==> src/rtl/sw_array_ctrl.sv <==
// -----------------------------------------------------------------------------
// sw_array_ctrl
//
// Sequencer for a linear systolic array of Smith-Waterman PE cells. The query
// is already loaded, one character per PE. This block streams the target
// sequence into PE0 over a valid/ready handshake and drives the array-wide
// enable/lock/newLine controls. It records which PEs hold real cells, keeps
// the running maximum of their scores over the pass, and reports the final
// local-alignment score.
//
// Ports:
//   clk, rst          clock, asynchronous active-low reset
//   start             one-cycle pulse, begins a pass (honoured only in IDLE)
//   t_len, s_len      target length / active query length, sampled on start
//   t_valid, t_data   target character stream (A=0, C=1, G=2, T=3)
//   t_ready           target character consumed this cycle
//   pe_enable         array enable (0 clears all PE state)
//   pe_lock           array stall
//   pe_newLine        newLineIn to PE0 (first target character)
//   pe_t              tIn to PE0
//   pe_v              flattened vOut of every PE, PE i at [i*W +: W]
//   busy              pass in progress
//   done              one-cycle pulse, score valid
//   score             best local score of the last pass
// -----------------------------------------------------------------------------
`ifndef V_E_F_Bit
`define V_E_F_Bit 16
`endif

module sw_array_ctrl #(
  parameter int PE_NUM  = 64,
  parameter int LEN_BIT = 16,
  localparam int SW     = $clog2(PE_NUM) + 1,
  localparam int VW     = `V_E_F_Bit
) (
  input  logic                 clk,
  input  logic                 rst,
  input  logic                 start,
  input  logic [LEN_BIT-1:0]   t_len,
  input  logic [SW-1:0]        s_len,
  input  logic                 t_valid,
  input  logic [1:0]           t_data,
  output logic                 t_ready,
  output logic                 pe_enable,
  output logic                 pe_lock,
  output logic                 pe_newLine,
  output logic [1:0]           pe_t,
  input  logic [PE_NUM*VW-1:0] pe_v,
  output logic                 busy,
  output logic                 done,
  output logic [VW-1:0]        score
);

  typedef enum logic [1:0] {IDLE, RUN, DRAIN, DONE} state_t;

  state_t              state, nextState;
  logic [LEN_BIT-1:0]  tLenQ;
  logic [SW-1:0]       sLenQ;
  logic [LEN_BIT-1:0]  cnt;
  logic [SW-1:0]       dcnt;
  logic [PE_NUM-1:0]   validSr;
  logic [VW-1:0]       best;
  logic [VW-1:0]       mmax;
  logic [VW-1:0]       bestNext;
  logic [SW-1:0]       sLenClamped;
  logic                lastChar;
  logic                lastDrain;

  assign lastChar    = (cnt == tLenQ - LEN_BIT'(1));
  assign lastDrain   = (dcnt == SW'(PE_NUM - 1));
  assign sLenClamped = (s_len > SW'(PE_NUM)) ? SW'(PE_NUM) : s_len;

  // ---------------------------------------------------------------------------
  // State register
  // ---------------------------------------------------------------------------
  // NOTE: sequential state uses non-blocking assignments so every flop samples
  // pre-edge values regardless of process evaluation order.
  always_ff @(posedge clk or negedge rst) begin
    if (!rst) state <= IDLE;
    else      state <= nextState;
  end

  // ---------------------------------------------------------------------------
  // Next-state logic
  // ---------------------------------------------------------------------------
  // NOTE: every combinational output gets a default first so no path leaves it
  // unassigned, which would infer a latch.
  always_comb begin
    nextState = state;
    case (state)
      IDLE:    if (start) nextState = (t_len == '0) ? DONE : RUN;
      RUN:     if (t_valid && lastChar) nextState = DRAIN;
      DRAIN:   if (lastDrain) nextState = DONE;
      DONE:    nextState = IDLE;
      default: nextState = IDLE;
    endcase
  end

  // ---------------------------------------------------------------------------
  // Output decode (from the state register and the target handshake)
  // ---------------------------------------------------------------------------
  always_comb begin
    t_ready    = 1'b0;
    pe_lock    = 1'b0;
    pe_enable  = 1'b0;
    pe_newLine = 1'b0;
    pe_t       = 2'd0;
    busy       = 1'b0;
    done       = 1'b0;
    case (state)
      RUN: begin
        pe_enable  = 1'b1;
        busy       = 1'b1;
        t_ready    = t_valid;
        pe_lock    = !t_valid;
        pe_newLine = t_valid && (cnt == '0);
        pe_t       = t_valid ? t_data : 2'd0;
      end
      DRAIN: begin
        pe_enable = 1'b1;
        busy      = 1'b1;
      end
      DONE: begin
        pe_enable = 1'b1;
        done      = 1'b1;
      end
      default: ;
    endcase
  end

  // ---------------------------------------------------------------------------
  // Best valid cell this cycle. Only PEs inside the active query that hold a
  // real cell take part; anything else on pe_v is stale or cleared state.
  // ---------------------------------------------------------------------------
  always_comb begin
    mmax = '0;
    for (int i = 0; i < PE_NUM; i++) begin
      if (validSr[i] && (i < int'(sLenQ)) && (pe_v[i*VW +: VW] > mmax))
        mmax = pe_v[i*VW +: VW];
    end
  end

  assign bestNext = (mmax > best) ? mmax : best;

  // ---------------------------------------------------------------------------
  // Datapath: counters, validity shift register, best/score.
  // validSr shifts in lockstep with the array: a cell enters PE0 on a consumed
  // character and moves one PE per unlocked cycle.
  // ---------------------------------------------------------------------------
  always_ff @(posedge clk or negedge rst) begin
    if (!rst) begin
      tLenQ   <= '0;
      sLenQ   <= '0;
      cnt     <= '0;
      dcnt    <= '0;
      validSr <= '0;
      best    <= '0;
      score   <= '0;
    end else begin
      case (state)
        IDLE: begin
          validSr <= '0;
          if (start) begin
            tLenQ <= t_len;
            sLenQ <= sLenClamped;
            best  <= '0;
            cnt   <= '0;
            // An empty target goes straight to DONE, so score is loaded here.
            if (t_len == '0) score <= '0;
          end
        end
        RUN: begin
          if (t_valid) begin
            cnt     <= cnt + LEN_BIT'(1);
            validSr <= (validSr << 1) | PE_NUM'(1);
            best    <= bestNext;
            if (lastChar) dcnt <= '0;
          end
        end
        DRAIN: begin
          validSr <= validSr << 1;
          best    <= bestNext;
          dcnt    <= dcnt + SW'(1);
          // Score takes the final drain cycle's contribution as it enters DONE.
          if (lastDrain) score <= bestNext;
        end
        DONE: begin
          validSr <= validSr << 1;
        end
        default: ;
      endcase
    end
  end

endmodule
==> config.mk <==
export PLATFORM = sky130hd
export DESIGN_NAME = sw_array_ctrl
export DESIGN_NICKNAME = d
export VERILOG_FILES = /design/src/rtl/sw_array_ctrl.sv
export SDC_FILE = /design/constraint.sdc
export NUM_CORES = 2
export LEC_CHECK = 0
export CAP_MARGIN = 10
export CORE_AREA = 2 2 421 423
export DETAILED_ROUTE_END_ITERATION = 12
export DIE_AREA = 0 0 423 425
export GPL_ROUTABILITY_DRIVEN = 0
export PLACE_DENSITY_LB_ADDON = 0.25
export SLEW_MARGIN = 20
export SYNTH_ARGS = -nofsm -noshare
export SYNTH_HDL_FRONTEND = slang
export SYNTH_SLANG_ARGS = --single-unit
==> constraint.sdc <==
create_clock -name clk -period 141.6 [get_ports clk]
set_input_delay 21.24 -clock clk [delete_from_list [all_inputs] [get_ports clk]]
set_output_delay 21.24 -clock clk [all_outputs]
set_load 0.02 [all_outputs]
==> impl_results.md <==
- Outcome: finished with violations
- Failing checks: setup timing
- Distinct cell type count after synthesis: 180
- Reg-to-Reg Start: sLenQ[4]$_DFFE_PN0P_
- # H-tree levels: 4
- Setup slack, reg-to-reg: approximately 4.2 ns
- Hold_sp: dcnt[1]$_DFFE_PN0P_
- Comb pwr share: 89.4%
- Die Area: 0.180 mm²
- Ys flop type: dfrtp_1
- Total power: between 1000 and 1500 µW
- Rows: 154
- Max Slew Vio Count: 0
- Area Growth Syn to Fin: 75.8%
- Setup crit start kind: input pin
- Clock Skews: a little under 0.02 ns
- Hold Path Class: reg2reg
- Core Area: between 0.15 and 0.2 mm²
- Clock network fraction of total power: 4.9%
- R2R depth: about 860
- Hold Vio Cnt, Final: 0
- Syn avg cell area: about 7.5 µm²
- Crit Path Class: in2reg
- #FFs+latches synth: 144
- Layout Nets: 11800
- Antenna Nets Post-Route: 0
- Maximum clock insertion buffer count: 2
- Mapped Cells: between 6000 and 7000
- Flop pwr share: under 10%
- Number of port buffers: around 1100
- Number of CTS-inserted buffers: 17
- Commonest non-fill, non-tap cell in the layout: buf_4
- Sequential fraction of the synthesis area: under 10%
- Fillers: about 17000
- Number of global-route vias before repair: about 64000
- Max VDD drop: ~0.021 mV
- Detailed Route WL: about 260000 µm
- Most common cell on crit path: a21oi_2
- Final setup margin: -15.70 ns
- Critical path capture point type: register
- Pre-CTS setup slack: -19.58 ns
- Worst Path Max Fanout: 16
- R2R Path End: best[6]$_DFFE_PN0P_
- Number of max-cap violations: 0
- Post-synth EDFFs: 0
- Cts hold-fix bufs: 0
- Bufs and invs on worst path: slightly above 80
- Synth Warn #: 0
- Global-route wire length before repair: 376000 µm
- Total gr overflow: 0
- Sink of the worst hold path: dcnt[1]$_DFFE_PN0P_
- Crit path time final: ~160 ns
- Die W: about 420 µm
- Mapped Nets: between 8000 and 9000
- WP data required: approximately 140 ns
- TNS Setup: -500.17 ns
- Worst-path clk slew: ~0.090 ns
- Internal power: roughly 540 µW
- Final instance count without filler cells: roughly 12000
- Arr. time, crit path: roughly 160 ns
- Clock latency on the worst-skew pair: 0.50 ns
- Sw frac: between 40% and 50%
- Share of cells above drive strength 1: 39.2%
- 1st-pass router iterations: 6
- Slowest CP cell: or4_4
- Slew HR: a little under a fifth
- Post-Place Cells: ~12000
- RSZ-0062 raised after global routing: true
- Commonest cells after routing, fill and taps aside: buf_4, clkdlybuf4s50_1, ha_1
- Initial antenna violation count: 136
- Delay-heaviest family, CP: compound AO/OA/AOI/OAI gates
- Fin util: between 50% and 60%
- Vias per cell: roughly 5.3
- CTS Sinks: 144
- Syn Std Cell Area: 0.0501 mm²
- Via count: about 65000
- Leak pwr: between 0.04 and 0.05 µW
- Detailed Route Iter0 Violations: around 3900
- Total global-route track usage: a little over a quarter
- Die Ht: around 430 µm
- Wirelength per Cell: roughly 21 µm
- CTS tree: yes
- Fmax achieved: 6.36 MHz
- Initial core utilization: between 20% and 30%
- Post-DP HPWL: around 210000 µm
- DRC: 0
- # setup viols final: 32
- Hold Crit Depth: 2
- NetSw: a little under 500 µW
- Critical Path Max Stage Delay: between 0.5 and 0.6 ns
- Pin count of the biggest net entering global routing: just under 100
- Pwr/cell area: around 12 mW/mm²
- Root Buffer: clkbuf_16
- Slew @ Worst Pin: 1.22 ns
- Fraction of registers with async set/reset: 100%
- Top-level port count: approximately 1100
- Period utilization: 111%
## area by class of cell
cell class	instances	area [µm²]	area share, %
inverters	550	2070	2.35
flip-flops and latches	144	3600	4.09
multi-input cells	5788	49600	56.3
clock buffers	17	425	0.483
well taps	2340	2930	3.32
clock inverters	15	184	0.209
repair buffers	3350	29000	32.9
diodes	124	310	0.352
## layer usage
metal | GRT usage (%) | vias up | wire length [µm]
met4 | 17.9 | 18 | 19200
met5 | 0 | - | 103
met1 | 31.8 | 30900 | 106000
li1 | - | 31400 | -
met2 | 45.2 | 2249 | 123000
met3 | 3.10 | 633 | 12700
## tightest hold or removal path, cell delays in order (launching register included)
cell and delay [ns]:
dfrtp_1 0.38, nand2_1 0.05, o21ai_0 0.06
## kinds of logic (layout without fill, tap and decap cells)
group	Yosys count	after routing	share of synthesized area (%)
and+or+nand+nor	2174	2192	22.9
AOI/OAI and AO/OA	2135	2148	28.6
adders and majority gates	931	931	23.2
buffers and inverters	780	3932	7.37
muxes	426	426	9.24
DFF	144	144	7.19
xor gates and xnor gates	91	91	1.61
other	0	124	0
## how the worst max path moves through the flow
stage               depth (start not counted)  slack (ns)  startpoint              endpoint
floorplan                                1172      -15.66     pe_v[8]  score[2]$_DFFE_PN0P_
global placement                         1169      -15.65    pe_v[11]  score[0]$_DFFE_PN0P_
detailed placement                        909      -19.58    pe_v[11]  score[0]$_DFFE_PN0P_
CTS                                       883      -12.68    pe_v[15]  best[14]$_DFFE_PN0P_
global route                              882      -24.04    pe_v[15]   best[8]$_DFFE_PN0P_
finish                                    895      -15.70     pe_v[9]   best[6]$_DFFE_PN0P_
## per-stage QoR
stage | cell area, µm² | hold slack, ns
5_1_grt | 88100 | 0.541
4_1_cts | 83900 | 0.515
3_3_place_gp | 77800 | 0.477
3_5_place_dp | 77800 | 0.496
6_report | 88100 | 0.521
2_1_floorplan | 52500 | 0.459
## power groups by stage
stage | Clock (µW) | Sequential (µW) | Combinational, µW
after global routing | 53.6 | 59.5 | 999
final | 50.2 | 58.6 | 922
after floorplan | 0 | 58.0 | 417
after CTS | 52.2 | 58.4 | 858
after global placement | 0 | 58.9 | 756
after detailed placement | 0 | 59.0 | 772
## sequential cells by signal, summed over array words and instances, names as in the netlist
signal   flops
validSr     64
cnt         16
score       16
state        2
sLenQ        7
tLenQ       16
best        16
dcnt         7
## synth_stat cells (121+ instances only)
library cell / n / share of area [%]
a21o_1: 148 / 2.2
a21oi_1: 551 / 5.5
clkbuf_1: 127 / 0.95
dfrtp_1: 144 / 7.2
ha_1: 913 / 23
inv_1: 548 / 4.1
mux2_2: 121 / 2.7
mux2i_1: 267 / 5.3
nand2_1: 684 / 5.1
nand2b_1: 149 / 1.9
nand3_1: 128 / 1.3
nand4_1: 166 / 2.1
nor2_1: 378 / 2.8
nor2b_1: 138 / 1.7
o21ai_0: 629 / 6.3
## timing repair
item,in CTS,in global routing
gates cloned,53,12
pin swaps,307,417
setup endpoints to repair,32,32
gates resized for setup,678,630
buffers inserted,276,147
No activity file was read; power rests on OpenSTA's default activity.
